## src/rtl/frame_uart_streamer.sv

```systemverilog
// Streams a frame of RAM bytes to a UART transmitter on each rising VS edge.
// Optional two-byte frame header is enabled by defining FRAME_STREAM_HEADER_EN.
module frame_uart_streamer #(
  parameter int unsigned BYTES_PER_FRAME = 9216,
  parameter int unsigned ADDR_W          = 15,
  parameter int unsigned GAP_CLKS        = 16275,
  parameter logic [7:0]  HDR0            = 8'hAA,
  parameter logic [7:0]  HDR1            = 8'h55
) (
  input  logic              i_Clk,
  input  logic              i_Rst_n,
  input  logic              i_VS,
  output logic              o_Rd_En,
  output logic [ADDR_W-1:0] o_Rd_Addr,
  input  logic [7:0]        i_Rd_Data,
  output logic              o_Tx_Valid,
  output logic [7:0]        o_Tx_Byte,
  input  logic              i_Tx_Ready,
  output logic              o_Busy,
  output logic              o_Frame_Done,
  output logic [15:0]       o_Frame_Cnt,
  output logic [7:0]        o_Drop_Cnt
);

  localparam int unsigned   CntW    = ADDR_W + 1;
  localparam logic [CntW-1:0] LastCnt = CntW'(BYTES_PER_FRAME);
  localparam int unsigned   GapW    = (GAP_CLKS > 1) ? $clog2(GAP_CLKS) : 1;
  localparam logic [GapW-1:0] GapLoad = GapW'((GAP_CLKS > 0) ? GAP_CLKS - 1 : 0);

`ifdef FRAME_STREAM_HEADER_EN
  typedef enum logic [2:0] {
    StIdle, StHdr0, StHdr1, StFetch, StLoad, StSend, StGap, StDone
  } state_e;
`else
  typedef enum logic [2:0] {
    StIdle, StFetch, StLoad, StSend, StGap, StDone
  } state_e;
`endif

  state_e            state_q, state_d;
  logic              vs_q;
  logic [ADDR_W-1:0] addr_q, addr_d;
  logic [CntW-1:0]   cnt_q, cnt_d;
  logic [GapW-1:0]   gap_q, gap_d;
  logic [7:0]        byte_q, byte_d;
  logic              rd_en_q, rd_en_d;
  logic              valid_q, valid_d;
  logic              done_q, done_d;
  logic              busy_q, busy_d;
  logic [15:0]       frame_cnt_q, frame_cnt_d;
  logic [7:0]        drop_cnt_q, drop_cnt_d;
  logic              vs_edge;
  logic              accept;
  logic              last_byte;

`ifdef FRAME_STREAM_HEADER_EN
  state_e            ret_q, ret_d;
`else
  logic              unused_hdr;
  assign unused_hdr = ^{HDR0, HDR1};
`endif

  always_comb begin
    state_d     = state_q;
    addr_d      = addr_q;
    cnt_d       = cnt_q;
    gap_d       = gap_q;
    byte_d      = byte_q;
    rd_en_d     = 1'b0;
    valid_d     = valid_q;
    done_d      = 1'b0;
    frame_cnt_d = frame_cnt_q;
    drop_cnt_d  = drop_cnt_q;
`ifdef FRAME_STREAM_HEADER_EN
    ret_d       = ret_q;
`endif

    vs_edge   = i_VS & ~vs_q;
    accept    = valid_q & i_Tx_Ready;
    last_byte = (cnt_q + 1'b1) == LastCnt;

    // Edges outside IDLE are dropped, including one coinciding with DONE.
    if (vs_edge && (state_q != StIdle) && (drop_cnt_q != 8'hFF)) begin
      drop_cnt_d = drop_cnt_q + 8'd1;
    end

    unique case (state_q)
      StIdle: begin
        if (vs_edge) begin
          cnt_d  = '0;
          addr_d = '0;
`ifdef FRAME_STREAM_HEADER_EN
          state_d = StHdr0;
          byte_d  = HDR0;
          valid_d = 1'b1;
`else
          state_d = StFetch;
          rd_en_d = 1'b1;
`endif
        end
      end
`ifdef FRAME_STREAM_HEADER_EN
      StHdr0: begin
        if (accept) begin
          if (GAP_CLKS == 0) begin
            state_d = StHdr1;
            byte_d  = HDR1;
          end else begin
            state_d = StGap;
            gap_d   = GapLoad;
            ret_d   = StHdr1;
            valid_d = 1'b0;
          end
        end
      end
      StHdr1: begin
        if (accept) begin
          valid_d = 1'b0;
          if (GAP_CLKS == 0) begin
            state_d = StFetch;
            rd_en_d = 1'b1;
          end else begin
            state_d = StGap;
            gap_d   = GapLoad;
            ret_d   = StFetch;
          end
        end
      end
`endif
      StFetch: state_d = StLoad;
      StLoad: begin
        byte_d  = i_Rd_Data;
        valid_d = 1'b1;
        state_d = StSend;
      end
      StSend: begin
        if (accept) begin
          valid_d = 1'b0;
          cnt_d   = cnt_q + 1'b1;
          addr_d  = last_byte ? '0 : addr_q + 1'b1;
          if (last_byte) begin
            state_d     = StDone;
            done_d      = 1'b1;
            frame_cnt_d = frame_cnt_q + 16'd1;
          end else if (GAP_CLKS == 0) begin
            state_d = StFetch;
            rd_en_d = 1'b1;
          end else begin
            state_d = StGap;
            gap_d   = GapLoad;
`ifdef FRAME_STREAM_HEADER_EN
            ret_d   = StFetch;
`endif
          end
        end
      end
      StGap: begin
        if (gap_q == '0) begin
`ifdef FRAME_STREAM_HEADER_EN
          if (ret_q == StHdr1) begin
            state_d = StHdr1;
            byte_d  = HDR1;
            valid_d = 1'b1;
          end else begin
            state_d = StFetch;
            rd_en_d = 1'b1;
          end
`else
          state_d = StFetch;
          rd_en_d = 1'b1;
`endif
        end else begin
          gap_d = gap_q - 1'b1;
        end
      end
      StDone:  state_d = StIdle;
      default: state_d = StIdle;
    endcase

    busy_d = (state_d != StIdle);
  end

  always_ff @(posedge i_Clk or negedge i_Rst_n) begin
    if (!i_Rst_n) begin
      state_q     <= StIdle;
      vs_q        <= 1'b1;
      addr_q      <= '0;
      cnt_q       <= '0;
      gap_q       <= '0;
      byte_q      <= 8'h00;
      rd_en_q     <= 1'b0;
      valid_q     <= 1'b0;
      done_q      <= 1'b0;
      busy_q      <= 1'b0;
      frame_cnt_q <= 16'h0000;
      drop_cnt_q  <= 8'h00;
`ifdef FRAME_STREAM_HEADER_EN
      ret_q       <= StFetch;
`endif
    end else begin
      state_q     <= state_d;
      vs_q        <= i_VS;
      addr_q      <= addr_d;
      cnt_q       <= cnt_d;
      gap_q       <= gap_d;
      byte_q      <= byte_d;
      rd_en_q     <= rd_en_d;
      valid_q     <= valid_d;
      done_q      <= done_d;
      busy_q      <= busy_d;
      frame_cnt_q <= frame_cnt_d;
      drop_cnt_q  <= drop_cnt_d;
`ifdef FRAME_STREAM_HEADER_EN
      ret_q       <= ret_d;
`endif
    end
  end

  assign o_Rd_En      = rd_en_q;
  assign o_Rd_Addr    = addr_q;
  assign o_Tx_Valid   = valid_q;
  assign o_Tx_Byte    = byte_q;
  assign o_Busy       = busy_q;
  assign o_Frame_Done = done_q;
  assign o_Frame_Cnt  = frame_cnt_q;
  assign o_Drop_Cnt   = drop_cnt_q;

endmodule

```

## config.mk

```make
export PLATFORM = sky130hd
export DESIGN_NAME = frame_uart_streamer
export DESIGN_NICKNAME = d
export VERILOG_FILES = /design/src/rtl/frame_uart_streamer.sv
export SDC_FILE = /design/constraint.sdc
export NUM_CORES = 1
export LEC_CHECK = 0
export ABC_AREA = 1
export BUFFER_PORTS_ARGS = -buffer_cell sky130_fd_sc_hd__buf_2
export CORE_MARGIN = 2
export CORE_UTILIZATION = 45
export CTS_CLUSTER_DIAMETER = 40
export CTS_CLUSTER_SIZE = 14
export DETAILED_ROUTE_END_ITERATION = 8
export PLACE_DENSITY = 0.67
export SYNTH_ARGS = -nofsm -noshare
export SYNTH_HDL_FRONTEND = slang
export SYNTH_SLANG_ARGS = --single-unit
export TNS_END_PERCENT = 100
```

## constraint.sdc

```tcl
create_clock -name i_Clk -period 2.03 [get_ports i_Clk]
set_input_delay 0 -clock i_Clk [delete_from_list [all_inputs] [get_ports i_Clk]]
set_output_delay 0 -clock i_Clk [all_outputs]
set_load 0.05 [all_outputs]
```

Word-level counts from Yosys, hierarchy flattened
Cells that the tools add are included.
- add/sub/neg operators: 5
- multipliers: 0
- divide/modulo/power cells: 0
- magnitude comparators: 0
- equal/unequal tests: 10
- shift-type cells: 0
- mux-type cells: 24
- bitwise logic cells: 3
- reduce and logical (&&, ||, !) cells: 13
- operators with widths (operator ; number):
    15-bit 2-to-1 mux ; 3
    14-bit 2-to-1 mux ; 3
    16-bit by 1-bit adder with 16-bit output (second input constant) ; 2
    16-bit 2-to-1 mux ; 2
    16-bit case mux with 2 select lines ; 1
    15-bit case mux with 2 select lines ; 1
    14-bit case mux with 2 select lines ; 1
    16-bit by 14-bit == test with 1-bit output (second input constant) ; 1
    15-bit by 1-bit adder with 15-bit output (second input constant) ; 1
    3-bit case mux with 5 select lines ; 1
    14-bit logical NOT ; 1
    14-bit by 1-bit subtractor with 14-bit output (second input constant) ; 1
    3-bit 2-to-1 mux ; 3
    8-bit by 1-bit adder with 8-bit output (second input constant) ; 1
    2-bit != test (second input constant) ; 4
    8-bit != test (second input constant) ; 1
    1-bit 2-to-1 mux ; 7
    3-bit by 2-bit == test with 1-bit output (second input constant) ; 2
    3-bit AND reduction ; 2
    2-bit nonzero test ; 3
    3-bit nonzero test ; 2
    1-bit case mux with 2 select lines ; 2
    4-bit AND reduction ; 1
    3-bit by 1-bit == test with 1-bit output (second input constant) ; 1
    6 further kinds ; 8
- register bits after elaboration: 85
- latch bits: 0
- bits in writable memories: 0
- memory bits (read-only): 0
- input port bits: 12
- output and inout port bits: 51
- logic and storage cells: 67
- memories kept: 0

Longest topological paths before layout
- depth in word-level cells: 6
- gate-level depth with buffers: 14

Least setup slack after synthesis
Ideal clock, no wire load.
- kind: register to register
- from: reg drop_cnt_q[0] (netlist: o_Drop_Cnt[0])
- to: reg drop_cnt_q[1] (netlist: o_Drop_Cnt[1])
- data arrival time: 1.929 ns
- required time: 1.905 ns
- slack: -0.023 ns
- stages on the path, launching flop included: 7
- path buffers: 0
- period minus slack after synthesis: 2.053 ns
- cells stage by stage: dfrtp_1 > ha_1 > nand3_1 > nor2_1 > nand2_1 > o221ai_1 > mux2_2
- longest elaborated chain between the ends: 2
- elaborated cells between the ends (all ways): 3
- classes of those cells: add/sub: 1; eq/ne: 1; reduce/logical: 1
- ends and longest elaborated chain (element ; line ; source):
    from (decl) ; 51 ; logic [7:0] drop_cnt_q, drop_cnt_d;
    from (signal assigned) ; 212 ; drop_cnt_q <= drop_cnt_d;
    branches (longest 2 deep; another with 8-bit by 1-bit adder with 8-bit output) ; -- ;
Parallel ways; which one is timed is not known.
A chain may end at the register's enable or synchronous reset.

Final worst setup path
- from: reg cnt_q[0]
- to: reg frame_cnt_q[15] (netlist: o_Frame_Cnt[15])
- longest elaborated chain between the ends: 3
- ends and longest elaborated chain (element ; line ; source):
    from (decl) ; 43 ; logic [CntW-1:0] cnt_q, cnt_d;
    from (signal assigned) ; 204 ; cnt_q <= cnt_d;
    16-bit by 1-bit adder with 16-bit output ; 80 ; last_byte = (cnt_q + 1'b1) == LastCnt;
    16-bit by 14-bit == test with 1-bit output ; 80 ;
    3-bit AND reduction (no line) ; -- ;
    to (signal assigned) ; 211 ; frame_cnt_q <= frame_cnt_d;
    to (decl) ; 50 ; logic [15:0] frame_cnt_q, frame_cnt_d;
Every way passes these cells.

==> summary.md <==
The post-synthesis register bit count came out at 85. The tools report the max-slew violation count as 0. The tools report the net count after synthesis as 618. The cell at the root of the clock tree is clkbuf_8.

The slowest stage of the critical path belongs to the cell dfrtp_1. The cell area that synthesis handed to floorplanning was 4680 um^2. Among all cell types in the netlist, the one instantiated most often is nand2_1. The tools report the worst relative slew slack as 54.4%.

The first-iteration detailed-routing DRC count came out at 213. Entering global routing, the biggest net connects 55 pins. The switching fraction of total power is 45.7%.

The clock network accounts for 18.6% of the total power. The endpoint of the most critical register-to-register path was o_Frame_Cnt[15]$_DFFE_PN0P_. STA puts the critical path data arrival time at 2.42 ns. The internal power of the cells totals 0.00362 W. The run gives 45.4% as the proportion of synthesized chip area in sequential cells.

The core region is 10,200 um^2. The startpoint identified for the worst hold timing path is i_Tx_Ready. By area the synthesized netlist is led by dfrtp_1 45%, nand2_1 14%, inv_1 5.4%. Of the cells placed in the final design, the portion with a size suffix greater than 1 is 25.3%. The worst path needs 2.16 ns of the cycle, external delays included. For this run, the detailed router's first-pass iteration total came to 5. Class of the tightest hold or removal check: in -> reg. The floorplan step defined a die boundary enclosing 11,200 um^2.

In this design, the largest share of critical-path delay is due to simple AND/OR/NAND/NOR gates. The internal reg-to-reg setup slack is -0.13 ns. In this design, the critical path's most frequently occurring cell is nand2_1. In this run the static leakage power is 2.79 nW. At the end of routability-driven placement, the weighted congestion stood at 0.925. Measured along the x axis, the die boundary spans 106 um.

Each instance of the synthesized netlist takes up on average 7.79 um^2. In this run the critical register-to-register path is launched from cnt_q[0]$_DFFE_PN0P_. The final layout contains routed wiring with a total length of 11,300 um. VDD sags by at most 0.909 mV.

The commonest cells after synthesis are 180 x nand2_1, 84 x dfrtp_1, 67 x inv_1. In this run the core area contains 37 standard-cell rows. The share of the clock period used by the worst path after layout came out at 106%. During synthesis, Yosys emitted a total of 0 warnings. The tools report the least setup slack across all paths after layout as -0.129 ns. Of all nets on the critical path, the largest fanout is 15. Number of top-level design ports: 63. Count of cell types in the netlist: 36. Compared with the post-synthesis result, the final layout area differs by 27.1%. Setup repair after global routing could not meet its margin everywhere. The type of origin of the critical path was a flop.

Switching power: 0.00304 W. The clock tree synthesis step divided the H-tree into 3 levels. The initial utilization of the core area, before any placement, comes to 45.8%. Combinational logic burns 44.4% of the power. The estimated wirelength of the detail-placed design is 7550 um.

For the via count of the first global-routing pass, the log shows 4,183. The tools report the filler-free cell count of the finished design as 852. The die is 106 um tall. The tree built by TritonCTS fans out to 85 sinks. The maximum count of clock buffers along a single path was 2; the sequential cell fraction of total power was 37.0%. The count of nets left with antenna violations once routing finished came out at 0. The path with the worst hold slack has its endpoint at state_q[1]$_DFF_PN0_. The setup-violating endpoint count in the final report is 46, and the number of max-cap violations is 0.

For this run, asynchronously set or reset flops after synthesis account for 100%. The tools report the required arrival time at the worst endpoint as 2.29 ns. The critical path contains buffers and inverters numbering 2 combined. The run gives 9 as the number of buffers created by CTS.

The run gives 4,327 as the via total after detailed routing. Global routing used 21.0% of the available tracks across all layers. The worst setup path is of the reg -> reg kind.

The actual slew at the worst max-slew pin was 0.683 ns. STA classifies the critical path endpoint as a flop. The run gives 0.37 ns as the clock latency on the worst-skew pair. The area share of the leading cell type in the synthesized netlist was 44.9%. The checks that failed: setup timing. For the worst flop-to-flop path, the logic depth is 14. The first-pass GRT wire length is 19,100 um, and the final-report hold violation count is 0. The count of cells along the worst hold path works out to 4. The logs give 0 for the number of antenna violations at the first check in global routing and 601 for the cell count after synthesis. The tools report the maximum clock skew at final layout as 0.00896 ns.

Counting flops with a built-in enable in the synthesized netlist gives 0. The logs give 0.00666 W for the total power of the final layout and 0 for the post-detailed-route DRC marker count. TritonCTS built the clock tree. The repair_antennas step left the layout with diodes totalling 0. Routed wire length per instance: 13.3 um.

The count of port buffers added during placement came out at 62. Derived from the worst setup path, the maximum achievable clock frequency is 463 MHz. The aggregate global routing overflow came out at 0. Summed over all instances, the cell type with the most area after synthesis is dfrtp_1. The run finished, with violations left. Clock-pin slew was measured on the worst setup and hold paths at 0.09 ns. Once placement completed, the tool counted placed cells totaling 813. The power density normalized to cell area was 1120 nW/um^2; the critical path's largest stage delay was 0.44 ns. In the synthesized netlist the dominant register cell turns out to be dfrtp_1.

Traced cell by cell, the critical path runs through ha_4 > nand3_4 > nor2_4 > nand2_1 > nand2_1 > nand2_1 > a21oi_2 > nand2_1 > nor2_2 > nand4_1 > buf_6 > buf_12 > nand2_1 > o21ai_2. The number of vias per cell is 5.08, and the net total in the final layout is 728.
-- kinds of logic after synthesis --
kind of cell	count (synthesis)	synth area share [%]
AND/OR/NAND/NOR	342	32.4
flip-flops	85	45.4
buffers and inverters	82	6.92
AO/OA/AOI/OAI	46	6.06
XOR/XNOR	40	7.64
adder cells (fa/ha/maj)	5	1.34
multiplexers	1	0.240
-- cell type report --
| cell class | instances | area, um^2 |
|---|---|---|
| inverter | 69 | 259 |
| timing repair buffer | 111 | 782 |
| clock buffer | 10 | 128 |
| sequential | 85 | 2130 |
| multi-input combinational | 435 | 2420 |
| clock inverter | 6 | 68.8 |
| tap | 136 | 170 |
| fill | 946 | 4280 |
-- how the worst max path moves through the flow --
stage | from | cells past startpoint | endpoint
finish | cnt_q[0]$_DFFE_PN0P_ | 14 | o_Frame_Cnt[15]$_DFFE_PN0P_
global route | cnt_q[0]$_DFFE_PN0P_ | 14 | gap_q[12]$_DFFE_PN0P_
CTS | cnt_q[0]$_DFFE_PN0P_ | 13 | gap_q[8]$_DFFE_PN0P_
detailed placement | cnt_q[1]$_DFFE_PN0P_ | 12 | o_Frame_Cnt[15]$_DFFE_PN0P_
global placement | cnt_q[1]$_DFFE_PN0P_ | 12 | o_Frame_Cnt[15]$_DFFE_PN0P_
floorplan | cnt_q[1]$_DFFE_PN0P_ | 12 | o_Frame_Cnt[0]$_DFFE_PN0P_
-- worst register-to-register path, delay by kind of cell (launching register included) --
family / cells / cell delay, ns
AO/OA/AOI/OAI: 2 / 0.19
flip-flops: 1 / 0.44
buffers and inverters: 2 / 0.33
adder cells (fa/ha/maj): 1 / 0.20
AND/OR/NAND/NOR: 9 / 0.89
-- what timing repair did --
item	4_1_cts	5_1_grt
hold endpoints to repair	59	0
hold buffers	10	0
resized for setup	15	41
buffers inserted	4	6
setup endpoints to repair	43	51
cloned	1	2
pin swaps	10	9
-- power by group through the flow --
stage / sequential [W] / clock [W] / combinational (W)
final: 0.00246 / 0.00124 / 0.00296
after floorplan: 0.00302 / 0 / 0.00143
after global routing: 0.00253 / 0.00134 / 0.00327
after detailed placement: 0.00247 / 0 / 0.00276
after global placement: 0.00245 / 0 / 0.00269
after CTS: 0.00246 / 0.00127 / 0.00282
-- layer usage --
metal / GRT usage [%] / part of all wire (%) / vias up
met2: 34.3 / 49 / 85
met3: 3.99 / 3.8 / 18
li1: - / - / 2150
met5: 0 / 0 / -
met1: 28.1 / 46 / 2074
met4: 7.52 / 1.8 / 0
-- stage by stage --
stage / setup TNS [ns] / area, um^2 / util (%) / worst slack (ns) / hold WS (ns)
after floorplan: 0 / 4690 / - / 0.121 / -0.296
after global placement: -1.30 / 5330 / 52.1 / -0.0864 / 0.0841
after detailed placement: -4.63 / 5330 / 52.1 / -0.195 / 0.0939
after CTS: -0.882 / 5750 / 56.2 / -0.0400 / 0.0628
after global routing: -9.48 / 5960 / 58.2 / -0.234 / 0.117
final: -4.61 / 5960 / 58.2 / -0.129 / 0.0953
-- sequential cells by signal, summed over array words and instances (netlist names), 3 cells and up --
register,flops
cnt_q,16
o_Frame_Cnt,16
o_Rd_Addr,15
gap_q,14
o_Drop_Cnt,8
o_Tx_Byte,8
state_q,3
-- layout by cell type, fill, tap and decap left out, types with 7 or more instances in the layout --
master	Yosys	final
dfrtp_1	84	81
nor2_1	66	59
xnor2_1	13	13
buf_4	0	31
o21ai_1	7	7
nor2_2	5	8
o21ai_2	8	12
nand2_2	1	12
nand2_1	180	166
o22ai_1	7	7
buf_2	7	61
inv_1	67	67
nor3_1	11	10
nand4_1	31	31
nand3_1	32	29
dlygate4sd3_1	0	10
xor2_1	26	24
clkbuf_8	0	9
o21ai_0	17	13
Power figures use the tool's default switching activity.
